===== src/rtl/mips_ctrl_pkg.sv =====
// Shared encodings for the multicycle MIPS control FSM: opcodes, datapath
// mux selects, ALUOp codes, the state enum and the bundled control word.
package mips_ctrl_pkg;

    typedef logic [5:0] opcode_t;

    localparam opcode_t OP_RTYPE = 6'h00;
    localparam opcode_t OP_LW    = 6'h23;
    localparam opcode_t OP_SW    = 6'h2B;
    localparam opcode_t OP_BEQ   = 6'h04;
    localparam opcode_t OP_ADDI  = 6'h08;
    localparam opcode_t OP_J     = 6'h02;

    localparam logic [1:0] ALUOP_ADD   = 2'b00;
    localparam logic [1:0] ALUOP_SUB   = 2'b01;
    localparam logic [1:0] ALUOP_FUNCT = 2'b10;

    localparam logic [1:0] PCSRC_ALU    = 2'b00;
    localparam logic [1:0] PCSRC_ALUOUT = 2'b01;
    localparam logic [1:0] PCSRC_JUMP   = 2'b10;

    localparam logic [1:0] SRCB_REG    = 2'b00;
    localparam logic [1:0] SRCB_FOUR   = 2'b01;
    localparam logic [1:0] SRCB_IMM    = 2'b10;
    localparam logic [1:0] SRCB_IMM_SH = 2'b11;

    typedef enum logic [3:0] {
        S_FETCH,
        S_DECODE,
        S_MEMADR,
        S_MEMREAD,
        S_MEMWB,
        S_MEMWRITE,
        S_EXECUTE,
        S_ALUWB,
        S_BRANCH,
        S_ADDIEX,
        S_ADDIWB,
        S_JUMP
    } state_t;

    typedef struct packed {
        logic       mem_req;
        logic       iord;
        logic       memwrite;
        logic       irwrite;
        logic       pcwrite;
        logic       branch;
        logic [1:0] pcsrc;
        logic       alusrca;
        logic [1:0] alusrcb;
        logic [1:0] aluop;
        logic       regdst;
        logic       memtoreg;
        logic       regwrite;
        logic       instr_done;
        logic       illegal_op;
        logic       mem_timeout;
    } ctrl_t;

    // States that sit on the memory handshake and may stall on mem_ready.
    function automatic logic is_mem_wait(state_t s);
        return (s == S_FETCH) || (s == S_MEMREAD) || (s == S_MEMWRITE);
    endfunction

endpackage


===== src/rtl/multicycle_control_fsm_if.sv =====
// Controller <-> datapath/memory bundle. master = control FSM, slave = datapath.
interface multicycle_control_fsm_if;
    import mips_ctrl_pkg::*;

    opcode_t    op;
    logic       mem_ready;
    logic       mem_req;
    logic       IorD;
    logic       MemWrite;
    logic       IRWrite;
    logic       PCWrite;
    logic       Branch;
    logic [1:0] PCSrc;
    logic       ALUSrcA;
    logic [1:0] ALUSrcB;
    logic [1:0] ALUOp;
    logic       RegDst;
    logic       MemtoReg;
    logic       RegWrite;
    logic       instr_done;
    logic       illegal_op;
    logic       mem_timeout;

    modport master (
        input  op, mem_ready,
        output mem_req, IorD, MemWrite, IRWrite, PCWrite, Branch, PCSrc,
               ALUSrcA, ALUSrcB, ALUOp, RegDst, MemtoReg, RegWrite,
               instr_done, illegal_op, mem_timeout
    );

    modport slave (
        output op, mem_ready,
        input  mem_req, IorD, MemWrite, IRWrite, PCWrite, Branch, PCSrc,
               ALUSrcA, ALUSrcB, ALUOp, RegDst, MemtoReg, RegWrite,
               instr_done, illegal_op, mem_timeout
    );

endinterface


===== src/rtl/mem_wait_timer.sv =====
// Counts stalled memory cycles and flags the cycle on which the wait must be
// abandoned. Cleared whenever the FSM is not stalled.
module mem_wait_timer #(
    parameter int MEM_TIMEOUT = 16,
    parameter int CNT_W       = 5
) (
    input  logic clk,
    input  logic rst_n,
    input  logic waiting,
    output logic expire
);

    localparam bit               EN    = (MEM_TIMEOUT != 0);
    localparam logic [CNT_W-1:0] LIMIT = CNT_W'(EN ? MEM_TIMEOUT - 1 : 0);

    logic [CNT_W-1:0] cnt;

    // Saturates at all-ones so a disabled timeout never wraps back to zero.
    always_ff @(posedge clk) begin
        if (!rst_n)
            cnt <= '0;
        else if (!waiting || expire)
            cnt <= '0;
        else if (cnt != '1)
            cnt <= cnt + 1'b1;
    end

    assign expire = EN && waiting && (cnt == LIMIT);

endmodule


===== src/rtl/multicycle_control_fsm.sv =====
// Multicycle MIPS sequencing controller: fetch/decode/execute/memory/writeback
// with a mem_ready handshake, memory-wait timeout and illegal-opcode trap.
module multicycle_control_fsm #(
    parameter int MEM_TIMEOUT = 16,
    parameter int CNT_W       = 5
) (
    input  logic                       clk,
    input  logic                       rst_n,
    multicycle_control_fsm_if.master   bus
);
    import mips_ctrl_pkg::*;

    state_t state, next;
    ctrl_t  c;
    logic   waiting, expire;

    assign waiting = is_mem_wait(state) && !bus.mem_ready;

    mem_wait_timer #(
        .MEM_TIMEOUT (MEM_TIMEOUT),
        .CNT_W       (CNT_W)
    ) u_timer (
        .clk     (clk),
        .rst_n   (rst_n),
        .waiting (waiting),
        .expire  (expire)
    );

    always_ff @(posedge clk) begin
        if (!rst_n) state <= S_FETCH;
        else        state <= next;
    end

    // mem_ready is checked before expire so a same-cycle completion wins.
    always_comb begin
        c    = '0;
        next = state;
        case (state)
            S_FETCH: begin
                c.mem_req = 1'b1;
                c.alusrcb = SRCB_FOUR;
                c.aluop   = ALUOP_ADD;
                c.pcsrc   = PCSRC_ALU;
                if (bus.mem_ready) begin
                    c.irwrite = 1'b1;
                    c.pcwrite = 1'b1;
                    next      = S_DECODE;
                end else if (expire) begin
                    c.mem_timeout = 1'b1;
                    next          = S_FETCH;
                end
            end
            S_DECODE: begin
                c.alusrcb = SRCB_IMM_SH;
                c.aluop   = ALUOP_ADD;
                case (bus.op)
                    OP_LW, OP_SW: next = S_MEMADR;
                    OP_RTYPE:     next = S_EXECUTE;
                    OP_BEQ:       next = S_BRANCH;
                    OP_ADDI:      next = S_ADDIEX;
                    OP_J:         next = S_JUMP;
                    default: begin
                        c.illegal_op = 1'b1;
                        next         = S_FETCH;
                    end
                endcase
            end
            S_MEMADR: begin
                c.alusrca = 1'b1;
                c.alusrcb = SRCB_IMM;
                c.aluop   = ALUOP_ADD;
                if (bus.op == OP_LW)      next = S_MEMREAD;
                else if (bus.op == OP_SW) next = S_MEMWRITE;
                else                      next = S_FETCH;
            end
            S_MEMREAD: begin
                c.mem_req = 1'b1;
                c.iord    = 1'b1;
                if (bus.mem_ready) begin
                    next = S_MEMWB;
                end else if (expire) begin
                    c.mem_timeout = 1'b1;
                    next          = S_FETCH;
                end
            end
            S_MEMWB: begin
                c.memtoreg   = 1'b1;
                c.regwrite   = 1'b1;
                c.instr_done = 1'b1;
                next         = S_FETCH;
            end
            S_MEMWRITE: begin
                c.mem_req  = 1'b1;
                c.iord     = 1'b1;
                c.memwrite = 1'b1;
                if (bus.mem_ready) begin
                    c.instr_done = 1'b1;
                    next         = S_FETCH;
                end else if (expire) begin
                    c.mem_timeout = 1'b1;
                    next          = S_FETCH;
                end
            end
            S_EXECUTE: begin
                c.alusrca = 1'b1;
                c.alusrcb = SRCB_REG;
                c.aluop   = ALUOP_FUNCT;
                next      = S_ALUWB;
            end
            S_ALUWB: begin
                c.regdst     = 1'b1;
                c.regwrite   = 1'b1;
                c.instr_done = 1'b1;
                next         = S_FETCH;
            end
            S_BRANCH: begin
                c.alusrca    = 1'b1;
                c.alusrcb    = SRCB_REG;
                c.aluop      = ALUOP_SUB;
                c.pcsrc      = PCSRC_ALUOUT;
                c.branch     = 1'b1;
                c.instr_done = 1'b1;
                next         = S_FETCH;
            end
            S_ADDIEX: begin
                c.alusrca = 1'b1;
                c.alusrcb = SRCB_IMM;
                c.aluop   = ALUOP_ADD;
                next      = S_ADDIWB;
            end
            S_ADDIWB: begin
                c.regwrite   = 1'b1;
                c.instr_done = 1'b1;
                next         = S_FETCH;
            end
            S_JUMP: begin
                c.pcsrc      = PCSRC_JUMP;
                c.pcwrite    = 1'b1;
                c.instr_done = 1'b1;
                next         = S_FETCH;
            end
            default: next = S_FETCH;
        endcase
        if (!rst_n) c = '0;
    end

    assign bus.mem_req     = c.mem_req;
    assign bus.IorD        = c.iord;
    assign bus.MemWrite    = c.memwrite;
    assign bus.IRWrite     = c.irwrite;
    assign bus.PCWrite     = c.pcwrite;
    assign bus.Branch      = c.branch;
    assign bus.PCSrc       = c.pcsrc;
    assign bus.ALUSrcA     = c.alusrca;
    assign bus.ALUSrcB     = c.alusrcb;
    assign bus.ALUOp       = c.aluop;
    assign bus.RegDst      = c.regdst;
    assign bus.MemtoReg    = c.memtoreg;
    assign bus.RegWrite    = c.regwrite;
    assign bus.instr_done  = c.instr_done;
    assign bus.illegal_op  = c.illegal_op;
    assign bus.mem_timeout = c.mem_timeout;

endmodule


===== src/flat_wrapper.sv =====
// flat-port wrapper written by rule: the top's interface ports become plain ports
module multicycle_control_fsm_flat import mips_ctrl_pkg::*;
#(
    parameter int MEM_TIMEOUT = 16,
    parameter int CNT_W       = 5
)
  (clk, rst_n, bus_op, bus_mem_ready, bus_mem_req, bus_IorD, bus_MemWrite, bus_IRWrite, bus_PCWrite, bus_Branch, bus_PCSrc, bus_ALUSrcA, bus_ALUSrcB, bus_ALUOp, bus_RegDst, bus_MemtoReg, bus_RegWrite, bus_instr_done, bus_illegal_op, bus_mem_timeout);
  multicycle_control_fsm_if bus_i ();
  input  logic clk;
  input  logic rst_n;
  input wire logic [$bits(bus_i.op)-1:0] bus_op;
  input wire logic [$bits(bus_i.mem_ready)-1:0] bus_mem_ready;
  output wire logic [$bits(bus_i.mem_req)-1:0] bus_mem_req;
  output wire logic [$bits(bus_i.IorD)-1:0] bus_IorD;
  output wire logic [$bits(bus_i.MemWrite)-1:0] bus_MemWrite;
  output wire logic [$bits(bus_i.IRWrite)-1:0] bus_IRWrite;
  output wire logic [$bits(bus_i.PCWrite)-1:0] bus_PCWrite;
  output wire logic [$bits(bus_i.Branch)-1:0] bus_Branch;
  output wire logic [$bits(bus_i.PCSrc)-1:0] bus_PCSrc;
  output wire logic [$bits(bus_i.ALUSrcA)-1:0] bus_ALUSrcA;
  output wire logic [$bits(bus_i.ALUSrcB)-1:0] bus_ALUSrcB;
  output wire logic [$bits(bus_i.ALUOp)-1:0] bus_ALUOp;
  output wire logic [$bits(bus_i.RegDst)-1:0] bus_RegDst;
  output wire logic [$bits(bus_i.MemtoReg)-1:0] bus_MemtoReg;
  output wire logic [$bits(bus_i.RegWrite)-1:0] bus_RegWrite;
  output wire logic [$bits(bus_i.instr_done)-1:0] bus_instr_done;
  output wire logic [$bits(bus_i.illegal_op)-1:0] bus_illegal_op;
  output wire logic [$bits(bus_i.mem_timeout)-1:0] bus_mem_timeout;
  assign bus_i.op = bus_op;
  assign bus_i.mem_ready = bus_mem_ready;
  assign bus_mem_req = bus_i.mem_req;
  assign bus_IorD = bus_i.IorD;
  assign bus_MemWrite = bus_i.MemWrite;
  assign bus_IRWrite = bus_i.IRWrite;
  assign bus_PCWrite = bus_i.PCWrite;
  assign bus_Branch = bus_i.Branch;
  assign bus_PCSrc = bus_i.PCSrc;
  assign bus_ALUSrcA = bus_i.ALUSrcA;
  assign bus_ALUSrcB = bus_i.ALUSrcB;
  assign bus_ALUOp = bus_i.ALUOp;
  assign bus_RegDst = bus_i.RegDst;
  assign bus_MemtoReg = bus_i.MemtoReg;
  assign bus_RegWrite = bus_i.RegWrite;
  assign bus_instr_done = bus_i.instr_done;
  assign bus_illegal_op = bus_i.illegal_op;
  assign bus_mem_timeout = bus_i.mem_timeout;
  multicycle_control_fsm #(.MEM_TIMEOUT(MEM_TIMEOUT), .CNT_W(CNT_W)) u_core (.clk(clk), .rst_n(rst_n), .bus(bus_i));
endmodule

===== config.mk =====
export PLATFORM = sky130hd
export DESIGN_NAME = multicycle_control_fsm_flat
export DESIGN_NICKNAME = d
export VERILOG_FILES = /design/src/rtl/mips_ctrl_pkg.sv /design/src/rtl/multicycle_control_fsm_if.sv /design/src/rtl/mem_wait_timer.sv /design/src/rtl/multicycle_control_fsm.sv /design/src/flat_wrapper.sv
export SDC_FILE = /design/constraint.sdc
export NUM_CORES = 1
export LEC_CHECK = 0
export ABC_AREA = 1
export BUFFER_PORTS_ARGS = -buffer_cell sky130_fd_sc_hd__buf_2
export CORE_MARGIN = 2
export CORE_UTILIZATION = 30
export DETAILED_ROUTE_END_ITERATION = 12
export SLEW_MARGIN = 30
export SYNTH_ARGS = -nofsm -noshare
export SYNTH_HDL_FRONTEND = slang
export SYNTH_SLANG_ARGS = --single-unit

===== constraint.sdc =====
create_clock -name clk -period 1.8 [get_ports clk]
set_input_delay 0.36 -clock clk [delete_from_list [all_inputs] [get_ports clk]]
set_output_delay 0.36 -clock clk [all_outputs]
set_load 0.01 [all_outputs]

Word-level counts from Yosys, hierarchy flattened
Cells that the tools add are included.
{"block": "classes", "n_addsub": 1, "n_eq_ne": 18, "mux": 29, "bitwise": 1, "n_reduce_logical": 18}
{"cell": "one-hot mux 4 bit (5 select lines)", "count": 2}
{"cell": "one-hot mux 4 bit (7 select lines)", "count": 1}
{"cell": "2-to-1 mux 19 bit", "count": 1}
{"cell": "equality test 4 x 3 -> 1 bit (second input constant)", "count": 4}
{"cell": "equality test 4 bit (second input constant)", "count": 4}
{"cell": "2-to-1 mux 4 bit", "count": 4}
{"cell": "2-to-1 mux 1 bit", "count": 15}
{"cell": "equality test 6 bit (second input constant)", "count": 2}
{"cell": "equality test 4 x 2 -> 1 bit (second input constant)", "count": 2}
{"cell": "OR reduction 2 bit", "count": 4}
{"cell": "equality test 6 x 2 -> 1 bit (second input constant)", "count": 1}
{"cell": "equality test 6 x 3 -> 1 bit (second input constant)", "count": 1}
{"cell": "equality test 6 x 4 -> 1 bit (second input constant)", "count": 1}
{"cell": "logical NOT 6 bit", "count": 1}
{"cell": "2-to-1 mux 3 bit", "count": 2}
{"cell": "OR reduction 3 bit", "count": 2}
{"cell": "OR reduction 6 bit", "count": 1}
{"cell": "adder 5 x 1 -> 5 bit (second input constant)", "count": 1}
{"cell": "equality test 5 x 4 -> 1 bit (second input constant)", "count": 1}
{"cell": "inequality test 5 bit (second input constant)", "count": 1}
{"cell": "OR reduction 5 bit", "count": 1}
{"cell": "equality test 4 x 1 -> 1 bit (second input constant)", "count": 1}
{"cell": "logical NOT 4 bit", "count": 1}
{"cell": "one-hot mux 1 bit (2 select lines)", "count": 2}
{"cell": "other kinds (7)", "count": 11}
{"block": "totals", "reg_bits": 9, "out_inout_bits": 19}

Logic depth before layout (Yosys ltp)
{"block": "logic_depth", "word_depth": 9, "ltp_mapped": 11, "depth_no_buf": 11}

Modules after synthesis
Synthesis repeated with hierarchy kept, for this count alone.
{"block": "hier_totals", "cells_unflattened": 156, "area_unflattened_um2": 865.8}
{"module": "multicycle_control_fsm", "n_inst": 1, "cells_each": 119, "area_per_inst_um2": 591.8}
{"module": "mem_wait_timer", "n_inst": 1, "cells_each": 37, "area_per_inst_um2": 274.0}

Worst setup path before layout
Ideal clock, no wire load.
{"block": "synth_path", "kind": "flip-flop to output port", "startpoint": "register u_core.state[3]", "endpoint": "output bus_ALUOp[0]", "arrival_ps": 1275, "path_slack_ps": 165, "path_stages_with_launch": 6, "cell_sequence": "dfxtp_1 -> inv_2 -> nor2_1 -> nand2_1 -> nor3_1 -> buf_4"}
{"block": "synth_between", "elab_chain_len": 4, "elab_cells_between_ends": 9, "classes_between": "eq/ne (5); mux (2); reduce/logical (2)"}
{"item": "start, declared", "line_no": "multicycle_control_fsm.sv:13", "rtl": "state_t state, next;"}
{"item": "start signal, assigned", "line_no": "multicycle_control_fsm.sv:31", "rtl": "else state <= next;"}
{"item": "equality test 4 x 2 -> 1 bit or equality test 4 bit (tied branches)", "line_no": "multicycle_control_fsm.sv:38", "rtl": "case (state)"}
{"item": "OR reduction 2 bit (no line)"}
{"item": "one-hot mux 4 bit (5 select lines) (*)", "line_no": "multicycle_control_fsm.sv:38"}
{"item": "2-to-1 mux 19 bit (*)", "line_no": "multicycle_control_fsm.sv:144", "rtl": "if (!rst_n) c = '0;"}
{"item": "end, declared", "line_no": "flat_wrapper.sv:22", "rtl": "output wire logic [$bits(bus_i.ALUOp)-1:0] bus_ALUOp;"}
Mark *: on every way between the ends. The rest lies on a longest branch, timed or not.

Worst setup path in the final report
{"block": "layout_path", "startpoint": "register u_core.u_timer.cnt[1]", "endpoint": "output bus_mem_timeout"}
{"block": "layout_between", "elab_chain_len": 6}
{"item": "start, declared", "line_no": "mem_wait_timer.sv:16", "rtl": "logic [CNT_W-1:0] cnt;"}
{"item": "start signal, assigned", "line_no": "mem_wait_timer.sv:25", "rtl": "cnt <= cnt + 1'b1;"}
{"item": "equality test 5 x 4 -> 1 bit", "line_no": "mem_wait_timer.sv:28", "rtl": "assign expire = EN && waiting && (cnt == LIMIT);"}
{"item": "logical AND 1 bit", "line_no": "mem_wait_timer.sv:28"}
{"item": "2-to-1 mux 1 bit", "line_no": "multicycle_control_fsm.sv:48, multicycle_control_fsm.sv:81, multicycle_control_fsm.sv:99"}
{"item": "2-to-1 mux 1 bit", "line_no": "multicycle_control_fsm.sv:96", "rtl": "if (bus.mem_ready) begin"}
{"item": "2-to-1 mux 1 bit"}
{"item": "2-to-1 mux 19 bit", "line_no": "multicycle_control_fsm.sv:144"}
{"item": "end, declared", "line_no": "flat_wrapper.sv:28", "rtl": "output wire logic [$bits(bus_i.mem_timeout)-1:0] bus_mem_timeout;"}
Every way passes these cells.

==> impl_metrics.env <==
export IMPL_yosysSeqAreaShare_pct=20.8
export IMPL_period_share_pct=98.5
export IMPL_die_w_um=57.7
export IMPL_path_cells="ha_4 -> nand2_2 -> nor2_2 -> ha_2 -> nand3_2 -> nor2_1 -> buf_2"
export IMPL_path_max_fanout=2
export IMPL_die_area_um2=3330
export IMPL_drive_gt1_share_pct=40.3
export IMPL_dp_hpwl_um=1720
export IMPL_worstPathArrival_ns=1.41
export IMPL_viasPerCell=4.73
export IMPL_worst_path_buf_inv=1
export IMPL_ys_warn_count=0
export IMPL_rows=19
export IMPL_layout_commonest_cell="nor2_1"
export IMPL_regToRegSetupSlack_ns=0.18
export IMPL_grt_usage_pct=13.7
export IMPL_cpLargestDelayFamily="flip-flops"
export IMPL_antenna_found_initial=0
export IMPL_syn_num_nets=161
export IMPL_cts_root_buf="clkbuf_4"
export IMPL_start_util_pct=31.4
export IMPL_wirelength_um=2210
export IMPL_setup_tns_ns=0
export IMPL_drt_iter0_drc=39
export IMPL_power_w=0.000463
export IMPL_ant_nets=0
export IMPL_cp_start_kind="flop"
export IMPL_clk_pin_slew_worst_paths_ns=0.06
export IMPL_dpl_cell_area_um2=1040
export IMPL_outcome="completed"
export IMPL_post_drt_wl_per_cell_um=10.2
export IMPL_hold_viol_final=0
export IMPL_port_buffers=27
export IMPL_clk_latency_ns=0.26
export IMPL_cts_buffers=3
export IMPL_slowest_stage="dfxtp_4"
export IMPL_place_gp_congestion=0.874
export IMPL_hp_class="input pin to flop"
export IMPL_final_cell_mix="nor2_1 (35), nand2_1 (33), buf_2 (27)"
export IMPL_cts_tree="yes"
export IMPL_power_density_nw_per_um2=391
export IMPL_tightest_slew_ns=0.272
export IMPL_end_kind="output pin"
export IMPL_fin_area_um2=1180
export IMPL_drv_slew=0
export IMPL_worstPathRequired_ns=1.44
export IMPL_synthDistinctLibCells=23
export IMPL_grt_start_max_net_pins=18
export IMPL_overflow=0
export IMPL_ioPinCount=28
export IMPL_numClockSinks=9
export IMPL_num_vias=1026
export IMPL_rsz0062_at_grt="true"
export IMPL_clockBufferDepth=2
export IMPL_grt_pass1_vias=911
export IMPL_max_stage_delay_ns=0.36
export IMPL_drc_errors=0
export IMPL_cap_violations=0
export IMPL_htree_levels=1
export IMPL_setup_viol=0
export IMPL_firstDrtPassIters=4
export IMPL_syn_area_per_cell_um2=5.81
export IMPL_min_period_ns=1.77
export IMPL_ys_seq_elements=9
export IMPL_max_freq_mhz=564
export IMPL_syn_inst=149
export IMPL_criticalPathCategory="flop to output pin"
export IMPL_synth_area_um2=866
export IMPL_fin_nets=199
export IMPL_grt_pass1_wl_um=3720
export IMPL_coreArea_um2=2760
export IMPL_holdWs_ns=0.381
export IMPL_syn2layout_area_growth_pct=36.9
export IMPL_leakage_nw=0.616
export IMPL_die_h_um=57.7
export IMPL_max_slew_margin_rel_pct=81.8
export IMPL_final_setup_skew_ns=0.00203
export IMPL_diodes=0
export IMPL_vdd_drop_max_uv=402
synthesized netlist by cell type, drive strengths merged:
library cell / instances / area share, %
a21oi: 6 / 3.9
a31oi: 2 / 1.4
buf: 1 / 0.87
clkbuf: 1 / 0.43
dfxtp: 9 / 21
ha: 3 / 4.3
inv: 19 / 8.2
nand2: 39 / 18
nand3: 12 / 9.8
nand3b: 1 / 0.87
nor2: 43 / 22
nor3: 8 / 5.8
o21ai: 2 / 1.2
o22ai: 2 / 1.4
xor2: 1 / 1.0
final cells by class:
class | count | area, um^2
repair buffers | 35 | 195
inverters | 19 | 73.8
flip-flops and latches | 9 | 200
well taps | 31 | 38.8
multi-input cells | 119 | 651
clock buffers | 4 | 26.3
fillers | 294 | 1570
stage by stage:
stage,instances,utilization (%),setup WS (ns)
floorplan,149,-,0.165
global placement,206,37.6,0.194
detailed placement,206,37.6,0.184
CTS,211,39.3,-0.0178
global route,217,43.0,-0.0563
finish,217,43.0,0.0261
cells by family after synthesis:
kind of cell / synth area share (%)
adders and majority gates: 4.34
DFF: 20.8
AOI/OAI and AO/OA: 7.95
xor gates and xnor gates: 1.01
buffers and inverters: 9.54
and+or+nand+nor: 56.4
worst paths after layout:
path | from | end | cells past startpoint
worst max-delay path | u_core.u_timer.cnt[1] | bus_mem_timeout | 7
worst min-delay path | rst_n | u_core.state[0] | 3
worst min register to register | u_core.u_timer.cnt[4] | u_core.u_timer.cnt[4] | 2
worst max register to register | u_core.u_timer.cnt[0] | u_core.u_timer.cnt[3] | 9
repair_timing:
item / CTS / global route
hold buffers: 0 / 0
pin swaps: 1 / 6
setup endpoints to repair: 9 / 11
setup buffers: 1 / 6
gates resized for setup: 8 / 16
worst min-delay path: cells and delay by family:
kind,cells,cell delay (ns)
buffers and inverters,2,0.18
and+or+nand+nor,1,0.07
sequential cells by signal (all words and copies together) (netlist names):
signal              flops
u_core.state            4
u_core.u_timer.cnt      5
power breakdown:
group          switching [W]  internal, W  leakage (nW)
sequential        0.00000823     0.000199        0.0772
combinational      0.0000609    0.0000400         0.524
clock              0.0000696    0.0000854        0.0150
total               0.000139     0.000324         0.616
metal layers:
layer | GRT usage (%) | routed length [um] | vias up
li1 | - | - | 546
met1 | 17.5 | 918 | 454
met2 | 23.4 | 1160 | 24
met3 | 2.90 | 117 | 2
met4 | 3.65 | 5 | 0
met5 | 0 | 0 | -
Note: power is estimated with default switching activity, not from simulation.
